--- config.mk ---
export PLATFORM = sky130hd
export DESIGN_NAME = gate_load_sequencer
export DESIGN_NICKNAME = d
export VERILOG_FILES = /design/src/rtl/qc_pkg.sv /design/src/rtl/gate_load_sequencer.sv
export SDC_FILE = /design/constraint.sdc
export NUM_CORES = 1
export LEC_CHECK = 0
export CAP_MARGIN = 10
export CORE_ASPECT_RATIO = 0.8
export CORE_MARGIN = 2
export CORE_UTILIZATION = 38
export CTS_CLUSTER_DIAMETER = 120
export DETAILED_ROUTE_END_ITERATION = 6
export GPL_ROUTABILITY_DRIVEN = 0
export MAX_ROUTING_LAYER = met4
export PLACE_DENSITY = 0.9
export SYNTH_ARGS = -nofsm -noshare
export SYNTH_HDL_FRONTEND = slang
export SYNTH_SLANG_ARGS = --single-unit
export TNS_END_PERCENT = 20
--- constraint.sdc ---
create_clock -name clk -period 2.8 [get_ports clk]
set_input_delay 0.84 -clock clk [delete_from_list [all_inputs] [get_ports clk]]
set_output_delay 0.84 -clock clk [all_outputs]
set_load 0.02 [all_outputs]
--- src/rtl/qc_pkg.sv ---
// Shared definitions for the gate-program datapath.
//   NUMBER_BITS     default width of one signed fixed-point matrix cell
//   CELLS_PER_GATE  cells streamed per 2x2 complex gate matrix
//   REAL / IMAG     position of a cell inside a (row, col) pair
//   gate_seq_state_t  controller state encoding
package qc_pkg;

    localparam int NUMBER_BITS    = 37;
    localparam int CELLS_PER_GATE = 8;

    // Cells arrive row-major; within one matrix element the real part comes first.
    localparam int REAL = 0;
    localparam int IMAG = 1;

    typedef enum logic [2:0] {
        ST_IDLE,
        ST_CLEAR,
        ST_LOAD,
        ST_WAIT_DEC,
        ST_APPLY,
        ST_WAIT_APPLY,
        ST_FINISH
    } gate_seq_state_t;

endpackage

--- src/rtl/gate_load_sequencer.sv ---
// Walks a program of gate_count gates. For every gate it clears the serial
// matrix decoder, streams exactly 8 cells into it, pulses the 2x2 apply unit
// and waits for that unit to finish.
//
// Ports
//   clk, reset              clock; synchronous active-high reset
//   start, gate_count       begin a program (sampled in IDLE only)
//   src_data/valid/ready    valid/ready cell stream from the gate source
//   dec_reset               clear pulse to the decoder (also high during reset)
//   dec_cell, dec_ready     cell and write strobe to the decoder
//   dec_done                decoder holds all 8 cells
//   apply_start/apply_done  one-cycle start / completion (pulse or level)
//   gate_index, busy, done  progress, activity, one-cycle end-of-program
module gate_load_sequencer #(
    parameter int NUMBER_BITS = qc_pkg::NUMBER_BITS,
    parameter int GATE_BITS   = 8
) (
    input  logic                          clk,
    input  logic                          reset,
    input  logic                          start,
    input  logic [GATE_BITS-1:0]          gate_count,
    input  logic signed [NUMBER_BITS-1:0] src_data,
    input  logic                          src_valid,
    output logic                          src_ready,
    output logic                          dec_reset,
    output logic signed [NUMBER_BITS-1:0] dec_cell,
    output logic                          dec_ready,
    input  logic                          dec_done,
    output logic                          apply_start,
    input  logic                          apply_done,
    output logic [GATE_BITS-1:0]          gate_index,
    output logic                          busy,
    output logic                          done
);
    import qc_pkg::*;

    localparam logic [3:0]           CELLS = 4'(CELLS_PER_GATE);
    localparam logic [3:0]           LAST_CELL = 4'(CELLS_PER_GATE - 1);
    localparam logic [GATE_BITS-1:0] ONE = GATE_BITS'(1);

    gate_seq_state_t        state_q, state_d;
    logic [3:0]             cell_cnt_q, cell_cnt_d;
    logic [GATE_BITS-1:0]   gate_index_q, gate_index_d;
    logic [GATE_BITS-1:0]   gate_count_q, gate_count_d;

    logic ready_int, clear_int, apply_int, done_int;

    always_ff @(posedge clk) begin
        if (reset) begin
            state_q      <= ST_IDLE;
            cell_cnt_q   <= '0;
            gate_index_q <= '0;
            gate_count_q <= '0;
        end else begin
            state_q      <= state_d;
            cell_cnt_q   <= cell_cnt_d;
            gate_index_q <= gate_index_d;
            gate_count_q <= gate_count_d;
        end
    end

    always_comb begin
        state_d      = state_q;
        cell_cnt_d   = cell_cnt_q;
        gate_index_d = gate_index_q;
        gate_count_d = gate_count_q;
        ready_int    = 1'b0;
        clear_int    = 1'b0;
        apply_int    = 1'b0;
        done_int     = 1'b0;

        case (state_q)
            ST_IDLE: begin
                if (start) begin
                    gate_index_d = '0;
                    if (gate_count != '0) begin
                        gate_count_d = gate_count;
                        state_d      = ST_CLEAR;
                    end else begin
                        state_d = ST_FINISH;
                    end
                end
            end
            ST_CLEAR: begin
                clear_int  = 1'b1;
                cell_cnt_d = '0;
                state_d    = ST_LOAD;
            end
            ST_LOAD: begin
                // The count guard keeps a 9th cell from ever being accepted.
                ready_int = (cell_cnt_q < CELLS);
                if (src_valid && ready_int) begin
                    cell_cnt_d = cell_cnt_q + 4'd1;
                    if (cell_cnt_q == LAST_CELL) state_d = ST_WAIT_DEC;
                end
            end
            ST_WAIT_DEC: begin
                if (dec_done) state_d = ST_APPLY;
            end
            ST_APPLY: begin
                apply_int = 1'b1;
                state_d   = ST_WAIT_APPLY;
            end
            ST_WAIT_APPLY: begin
                // A level-style apply_done is harmless: it is only looked at here,
                // and the next WAIT_APPLY is at least 11 cycles away.
                if (apply_done) begin
                    if (gate_index_q == gate_count_q - ONE) begin
                        state_d = ST_FINISH;
                    end else begin
                        gate_index_d = gate_index_q + ONE;
                        state_d      = ST_CLEAR;
                    end
                end
            end
            ST_FINISH: begin
                done_int = 1'b1;
                state_d  = ST_IDLE;
            end
            default: state_d = ST_IDLE;
        endcase
    end

    // Strobes are forced low while reset is held, because the state register
    // only clears on the next edge. The decoder clear is forced high instead so
    // an abandoned, partially loaded matrix is wiped.
    assign src_ready   = ready_int & ~reset;
    assign dec_ready   = src_valid & src_ready;
    assign dec_cell    = src_data;
    assign dec_reset   = reset | clear_int;
    assign apply_start = apply_int & ~reset;
    assign done        = done_int & ~reset;
    assign busy        = ~reset & (state_q != ST_IDLE);
    assign gate_index  = gate_index_q;

endmodule

==> out/qor.yml, run 1 <==
crit_arrival_ns: 1.89
clk_pin_slew_worst_paths_ns: 0.08
synth_top_area_cell: "dfxtp_1"
r2r_cells: 9
crit_start: "reset"
status: "completed"
antenna_cells: 0
ios: 102
die_area_um2: 5218
ir_drop_mv: 0.4193
grt-busiest-layer: "met2"
path_cells: "clkdlybuf4s50_1 -> nor4b_1 -> clkdlybuf4s15_1"
slowest_stage: "clkdlybuf4s50_1"
place_area_um2: 1857
cp-start-kind: "input pin"
hold_violations: 0
skew_ns: 0.001758
seq_area_frac_synth: 0.2604
synthDistinctLibCells: 45
critPathCapture: "apply_start"
dr.pass1.iters: 4
area_growth_pct: 7.148
postCtsSetupBuffers: 0
fin_tns_setup_ns: 0
min_period_ns: 2.733
track_usage: 0.1440
detail_route.vias_per_cell: 5.289
cts-root-buf: "clkbuf_8"
fin_ws_ns: 0.06742
cts_buffers: 3
routed_wl_um: 3472
htreeDepth: 1
clock_sinks: 23
synthArstFlopShare: 0
synth_edf_count: 0
p_per_area_nw_per_um2: 559.8
antenna_found_initial: 0
grt_pass1_vias: 1302
ys_ff_latch: 23
cp_slowest_stage_delay_ns: 0.46
hpwl_um: 2754
slew_headroom: 0.6436
place_ws_ns: -0.3242
nets: 272
portBuffers: 27
dr.first_iter.drc_count: 37
syn_area_per_cell_um2: 7.928
grt_pass1_wl_um: 5906
dp_cells: 273
r2r-end: "gate_index[7]"
rsz0062_at_grt: "yes"
met1_usage: 0.1897
met2_usage: 0.2063
finalHoldWorstSlack_ns: 0.5069
routed-via-count: 1465
layout.cells.non_filler: 277
clock_path_buffers: 2
synth_top_area_share: 0.2604
row_count: 22
ys.warnings.count: 0
die_y_um: 65.01
netlist_area_um2: 1768
r2r-start: "gate_count_q[0]"
antenna_left: 0
r2r_slack_ns: 0.28
post-route-period-util: 0.9759
stdcell_area_um2: 1894
hp-class: "reg -> reg"
finalSetupViolCount: 0
cts_hold_buffers: 0
critPathRequiredTime_ns: 1.96
core_um2: 4542
grt.met3_usage: 0.04735
drv_slew: 0
layout-drive-gt1-share: 0.1198
p_leak_nw: 0.6731
tightest_slew_ns: 0.5340
synthTopCellsByArea: "dfxtp_1 26%, buf_4 16%, xnor2_1 6.4%, nor2_1 5.7%, mux2i_1 5.1%"
synth_nets: 277
start_util: 0.3893
end_kind: "output port"
insertion_delay_ns: 0.27
path_class: "in -> out"
cp_max_fo: 3
die_w_um: 80.26
drc: 0
grt_max_degree: 14
yosysMostFrequentCell: "buf_4"
postSynthCellCount: 223
synth_ff_type: "dfxtp_1"
clock.fmax_mhz: 366.0
cts_tree: "done"
drv_cap: 0
post_drt_wl_per_cell_um: 12.53
yosys-top-cells-count: "38 x buf_4, 27 x nor2_1, 23 x dfxtp_1, 14 x nand2_1"
overflow: 0
-- report_power, final --
part	total (mW)	internal [mW]	switching [mW]
clock	0.210	0.0995	0.111
combinational	0.434	0.196	0.238
sequential	0.415	0.359	0.0565
total	1.06	0.655	0.406
-- critical path, delay by kind of cell --
family / cells / cell delay (ns)
buffers and inverters: 2 / 0.80
AND/OR/NAND/NOR: 1 / 0.25
-- metal layers --
metal	routed length (µm)	vias up	share of wire
li1	-	717	-
met1	1723	693	0.50
met2	1434	49	0.41
met3	269	6	0.077
met4	44	0	0.013
met5	0	-	0
-- state kept, by name, indices dropped and copies added (netlist names) --
| register | cells |
|---|---|
| gate_count_q | 8 |
| gate_index | 8 |
| cell_cnt_q | 4 |
| state_q | 3 |
-- what timing repair did --
| action | 4_1_cts | 5_1_grt |
|---|---|---|
| gates cloned | 0 | 0 |
| setup endpoints to repair | 6 | 6 |
| gates resized for setup | 14 | 7 |
-- cells by family after synthesis --
logic type	count (synthesis)	synth area share
and+or+nand+nor	79	0.2321
buffers and inverters	55	0.2024
AOI/OAI and AO/OA	39	0.1585
DFF	23	0.2604
xor gates and xnor gates	15	0.07431
muxes	9	0.05096
adders and majority gates	3	0.02123
-- final cells by class --
class | instances | area [µm²]
well taps | 60 | 75.07
flip-flops and latches | 23 | 460.4
clock inverters | 1 | 5.005
inverters | 9 | 33.78
fillers | 464 | 2648
repair buffers | 36 | 322.8
multi-input cells | 145 | 955.9
clock buffers | 3 | 41.29
-- through the flow --
| step | power, mW | util |
|---|---|---|
| floorplan | 0.8147 | - |
| global placement | 0.8448 | 0.4088 |
| detailed placement | 0.8596 | 0.4088 |
| CTS | 1.062 | 0.4190 |
| global route | 1.133 | 0.4171 |
| finish | 1.060 | 0.4171 |
-- cell usage in the layout, fill, tap and decap left out, types with 4 or more instances in the layout --
master	n
xnor2_1	13
a211oi_1	5
dfxtp_1	23
mux2i_1	9
nor2_1	27
clkdlybuf4s50_1	21
nand2_1	14
nor3_1	6
o21ai_0	4
buf_4	9
a21oi_1	13
nor2b_1	5
nand3_1	6
inv_1	9
-- how the worst min path moves through the flow --
| stage | from | end | cells past startpoint |
|---|---|---|---|
| 2_1_floorplan | cell_cnt_q[1] | cell_cnt_q[1] | 2 |
| 3_3_place_gp | cell_cnt_q[1] | cell_cnt_q[1] | 2 |
| 3_5_place_dp | cell_cnt_q[1] | cell_cnt_q[1] | 2 |
| 4_1_cts | cell_cnt_q[1] | cell_cnt_q[1] | 2 |
| 5_1_grt | cell_cnt_q[1] | cell_cnt_q[1] | 2 |
| 6_report | cell_cnt_q[1] | cell_cnt_q[1] | 2 |
Power figures use the tool's default switching activity.
==> run 2, diff against run 1 <==
--- a/config.mk
+++ b/config.mk
@@ -12,8 +12,10 @@
 export CTS_CLUSTER_DIAMETER = 120
 export DETAILED_ROUTE_END_ITERATION = 6
 export GPL_ROUTABILITY_DRIVEN = 0
+export HOLD_SLACK_MARGIN = 0.06
 export MAX_ROUTING_LAYER = met4
 export PLACE_DENSITY = 0.9
+export SKIP_CTS_REPAIR_TIMING = 1
 export SYNTH_ARGS = -nofsm -noshare
 export SYNTH_HDL_FRONTEND = slang
 export SYNTH_SLANG_ARGS = --single-unit
==> run 2 against run 1 <==
Compared with the run above: sequential share of layout area decreased by 0.096 points; clock skew about the same; highest routed layer unchanged; worst setup slack improved by 0.025 ns; first-iteration DRC count down 16%; largest cell class unchanged; die area stayed put; global-route usage is the same; critical path depth is 1 higher.
==> out/qor.yml, run 2 (synthesis gave the netlist of run 1 again) <==
cp_max_fo: 6
wl_met3_um: 257
post-route-period-util: 0.9671
slew_headroom: 0.6444
hpwl_um: 2754
die_area_um2: 5218
grt_max_degree: 14
path_cells: "clkdlybuf4s50_1 -> buf_4 -> nor3_1 -> clkbuf_2"
cts_tree: "done"
critPathRequiredTime_ns: 1.96
antenna_found_initial: 0
place_area_um2: 1857
post_drt_wl_per_cell_um: 12.48
end_kind: "output port"
final_cell_mix: "27 x nor2_1, 23 x dfxtp_1, 21 x clkdlybuf4s50_1"
top_layer_used: "met4"
finalHoldWorstSlack_ns: 0.5068
insertion_delay_ns: 0.27
finalSetupViolCount: 0
ir_drop_mv: 0.4192
routed-via-count: 1460
cp-start-kind: "input pin"
layout-drive-gt1-share: 0.1198
grt_pass1_wl_um: 5906
p_per_area_nw_per_um2: 557.6
row_count: 22
place_ws_ns: -0.3242
p_leak_nw: 0.7209
hold_violations: 0
clock.fmax_mhz: 369.3
die_w_um: 80.26
dr.pass1.iters: 4
track_usage: 0.1440
htreeDepth: 1
path_class: "in -> out"
status: "completed"
clk_pin_slew_worst_paths_ns: 0.08
start_util: 0.3893
drc: 0
dr.first_iter.drc_count: 31
wl_met2_um: 1433
skew_ns: 0.001722
clock_path_buffers: 2
stdcell_area_um2: 1902
area_growth_pct: 7.572
detail_route.vias_per_cell: 5.271
cts_buffers: 3
hp-class: "reg -> reg"
crit_arrival_ns: 1.87
antenna_cells: 0
p_total_mw: 1.060
grt_pass1_vias: 1302
cts-root-buf: "clkbuf_8"
slowest_stage: "clkdlybuf4s50_1"
nets: 272
final_common_cell: "nor2_1"
drv_slew: 0
antenna_left: 0
drv_cap: 0
routed_wl_um: 3458
clock_sinks: 23
rsz0062_at_grt: "no"
core_um2: 4542
fin_ws_ns: 0.09198
cp_slowest_stage_delay_ns: 0.46
die_y_um: 65.01
overflow: 0
tightest_slew_ns: 0.5328
ios: 102
portBuffers: 27
min_period_ns: 2.708
routedLengthMet1_um: 1722
## run 2: cell count changes in the layout (fill, tap and decap cells not counted)
cell | before | now
buf_2 | 3 | 0
clkbuf_2 | 0 | 3
clkdlybuf4s15_1 | 3 | 0
dlymetal6s2s_1 | 0 | 3
## run 2: report_power, final
group | internal (mW) | total [mW] | switching [mW]
Combinational | 0.198 | 0.436 | 0.238
Clock | 0.0995 | 0.210 | 0.110
Sequential | 0.359 | 0.415 | 0.0560
## run 2: final timing paths
kind | depth (start not counted) | start | endpoint | slack [ns]
worst max-delay path | 4 | reset | src_ready | 0.09
worst min-delay path | 2 | cell_cnt_q[1] | cell_cnt_q[1] | 0.51
worst max register to register | 9 | gate_count_q[0] | gate_index[7] | 0.28
worst min register to register | 2 | cell_cnt_q[1] | cell_cnt_q[1] | 0.51
## run 2: area by class of cell
cell class	count	area [µm²]
sequential	23	460.4
timing repair buffer	36	330.3
inverter	9	33.78
clock buffer	3	41.29
fill	460	2640
tap	60	75.07
multi-input combinational	145	955.9
clock inverter	1	5.005
## run 2: per-stage QoR
step	setup TNS, ns	instances	util
floorplan	0	223	-
global placement	-1.524	273	0.4088
detailed placement	-1.671	273	0.4088
CTS	-1.741	277	0.4190
global route	0	277	0.4187
finish	0	277	0.4187
## run 2: metal layers
metal,vias up,GRT usage
li1,717,-
met1,692,0.1906
met2,45,0.2052
met3,6,0.04735
met4,0,0.05085
met5,-,-
## run 2: worst max-delay path: cells and delay by family
kind / cells / cell delay [ns]
AND/OR/NAND/NOR: 1 / 0.18
buffers and inverters: 3 / 0.85
==> RTL edit 1 (settings of run 1) <==
Set the parameter `GATE_BITS` to 10 (it was 8).
--- a/src/rtl/gate_load_sequencer.sv
+++ b/src/rtl/gate_load_sequencer.sv
@@ -13,7 +13,7 @@
 //   gate_index, busy, done  progress, activity, one-cycle end-of-program
 module gate_load_sequencer #(
     parameter int NUMBER_BITS = qc_pkg::NUMBER_BITS,
-    parameter int GATE_BITS   = 8
+    parameter int GATE_BITS   = 10
 ) (
     input  logic                          clk,
     input  logic                          reset,
Interface: changed (resized gate_count and gate_index); port bits go from 102 to 106. The function was not compared with the original's and may differ.
==> RTL edit 1 against run 1 <==
Setup slack worse by 8.8 ps. Area after synthesis up 13%. Sequential cell count up 4. Cell count up 8.3%. Wire length up 23%. Design area up 13%. Power up 32%. Largest power group unchanged. Register-to-register slack better by 120 ps. First-iteration DRC count up 120%. Clock skew about the same. Critical path type unchanged.
==> RTL edit 1: results (changes against run 1) <==
metric;value;unit;change
outcome;complete, no violations;;
Yosys cell types;51;;+13%
gr usage total;15.6;%;+1.2 points
worst reg2reg setup slack;400;ps;+120 ps
vias in the first global route;1564;;+20%
Seq/Total Area, Yosys;27.1;%;+1.0 points
Worst Path Max Fanout;2;;-1
Hold EP;gate_index[9]$_SDFFE_PP0P_;;
multiplexer area fraction after synthesis;6.51;%;+1.4 points
Slew @ Worst Pin;657;ps;+123 ps
drt first-iter violations;83;;+120%
Fill cells;477;;+2.8%
Synth Area in XOR/XNOR;6.14;%;-1.3 points
VDD IR max;0.000489;V;+17%
DRT Wirelength;4260;um;+23%
cell count after synthesis;246;;+10%
first-pass GRT wire length;7180;um;+22%
Buffers on Ports;31;;+15%
leak pwr;0.806;nW;+20%
crit path from;src_valid;;
Final HPWL DP;3250;um;+18%
drt wl/cell;14.2;um;+13%
largest net degree at the start of global routing;19;;+5
hold_sp;gate_index[9]$_SDFFE_PP0P_;;
Synth Area in Compound Gates;14.3;%;-1.6 points
Util after Layout;42.5;%;+0.83 points
Synth Area in Adders;1.88;%;-0.24 points
Via Count;1678;;+15%
nets;295;;+8.5%
Hold Slack;539;ps;+32.4 ps
RTL edit 1: where the power goes:
group          internal, mW  leakage [nW]  switching (mW)
registers             0.432         0.219          0.0754
logic                 0.301         0.561           0.360
clock network         0.100        0.0255           0.129
RTL edit 1: repair_timing:
action	4_1_cts	5_1_grt
buffers inserted	0	0
endpoints found under the setup margin	6	1
resized for setup	9	4
RTL edit 1: how the worst max path moves through the flow:
| stage | to | slack, ps | cells past startpoint |
|---|---|---|---|
| 3_3_place_gp | dec_ready | -390 | 5 |
| 4_1_cts | dec_ready | -140 | 5 |
| 5_1_grt | done | -4 | 3 |
| 3_5_place_dp | dec_ready | -470 | 5 |
| 2_1_floorplan | done | 140 | 2 |
| 6_report | dec_ready | 60 | 5 |
RTL edit 1: per-stage QoR:
stage	setup WS, ps	TNS [ps]
after floorplan	144	0
after global placement	-389	-2030
after detailed placement	-466	-2170
after CTS	-136	-136
after global routing	-4.16	-4.16
final	58.7	0
RTL edit 1: area by class of cell:
| class | count | share of cell area (%) |
|---|---|---|
| clock inverter | 1 | 0.234 |
| timing repair buffer | 40 | 17.2 |
| sequential | 27 | 25.2 |
| inverter | 3 | 0.526 |
| clock buffer | 3 | 1.93 |
| multi-input combinational | 164 | 51.3 |
| tap | 62 | 3.62 |
RTL edit 1: critical path: cells and delay by family:
kind / cells / cell delay, ps
buf+inv: 2 / 600
simple gates: 3 / 460
RTL edit 1: per-layer routing:
layer / GRT usage [%] / part of all wire, % / vias to the layer above
li1: - / - / 825
met1: 19.1 / 48 / 796
met2: 25.5 / 46 / 40
met3: 4.05 / 4.9 / 17
met4: 4.96 / 1.2 / 0
met5: - / 0 / -
==> RTL edit 2 (settings of run 1) <==
Without the edit above. Encoding of `gate_seq_state_t`: now one-hot (7 bits for 7 states).
--- a/src/rtl/qc_pkg.sv
+++ b/src/rtl/qc_pkg.sv
@@ -12,14 +12,14 @@
     localparam int REAL = 0;
     localparam int IMAG = 1;
 
-    typedef enum logic [2:0] {
-        ST_IDLE,
-        ST_CLEAR,
-        ST_LOAD,
-        ST_WAIT_DEC,
-        ST_APPLY,
-        ST_WAIT_APPLY,
-        ST_FINISH
+    typedef enum logic [6:0] {
+        ST_IDLE       = 7'b0000001,
+        ST_CLEAR      = 7'b0000010,
+        ST_LOAD       = 7'b0000100,
+        ST_WAIT_DEC   = 7'b0001000,
+        ST_APPLY      = 7'b0010000,
+        ST_WAIT_APPLY = 7'b0100000,
+        ST_FINISH     = 7'b1000000
     } gate_seq_state_t;
 
 endpackage
Behaviour: no difference found for any inputs over 10 cycles, from zero or initial values and one cycle with reset high; not proved beyond that.
==> RTL edit 2 against run 1 <==
Area after synthesis rose by 3.2%. Design area is 8.1% higher. Largest power group unchanged. Setup slack improved by 80 ps. Fmax is 3.0% higher. Power is 27% higher. Hold slack better by 5.0 ps. Register-to-register slack gained 110 ps. Sequential cell count increased by 4. Wire length increased by 7.3%.
==> RTL edit 2: results (changes against run 1) <==
metric;value;unit;change
outcome;complete, no violations;;
syn_nets;281;;+1.4%
Die W;81.5;um;+1.5%
most area-consuming cells after synthesis;dfxtp_1 (30%), buf_4 (15%), nand2_1 (6.0%), nor2_1 (4.1%), a21oi_1 (3.8%);;
largest net degree at the start of global routing;18;;+4
CP max stage delay;360;ps;-100 ps
Worst Path Max Fanout;5;;+2
sequential cell area;541;um2;+17%
Inst Count DP;286;;+4.8%
drt first-iter violations;94;;+150%
Synth Area in Compound Gates;11.7;%;-4.1 points
VDD IR max;0.000296;V;-29%
vias in the first global route;1374;;+5.5%
hold_sp;gate_count_q[6]$_SDFFE_PP0P_;;
slowest stage cell, crit path;dfxtp_1;;
first-pass GRT wire length;6180;um;+4.7%
Fill cells;456;;-1.7%
count of multi-input gates;153;;+5.5%
gr usage total;14.8;%;+0.45 points
non-clock buffer count;42;;+17%
worst reg2reg setup slack;390;ps;+110 ps
Critical Path End;busy;;
Final HPWL DP;2860;um;+3.8%
crit path from;state_q[5]$_SDFFE_PP0P_;;
Hold Slack;512;ps;+5.03 ps
leak pwr;0.822;nW;+22%
placed inst area;0.00199;mm2;+7.0%
drt wl/cell;12.8;um;+2.5%
-- RTL edit 2: cell types whose count changed in the layout (fill, tap and decap cells not counted), sizes merged, moves of 5 or more --
cell and delta:
a211oi -5, dlygate4sd2 +5, mux2i -5, nand2 +15, nor2 -8, nor2b -5, xnor2 -5
-- RTL edit 2: metal layers --
layer	share of wire [%]	wire length [um]	GRT usage, %	vias up
met5	0	0	-	-
met4	0.62	23	3.60	0
met3	6.9	258	3.55	5
met2	43	1580	22.4	45
met1	50	1860	20.0	708
li1	-	-	-	766
-- RTL edit 2: cells by family after synthesis --
family / count (synthesis)
AND/OR/NAND/NOR: 101
multiplexers: 6
buffers and inverters: 47
XOR/XNOR: 11
AO/OA/AOI/OAI: 32
adder cells (fa/ha/maj): 3
flip-flops: 27
-- RTL edit 2: power breakdown --
part           leakage (nW)  switching, mW  internal (mW)
Sequential            0.219         0.0735          0.430
Combinational         0.577          0.303          0.304
Clock                0.0261          0.135          0.105
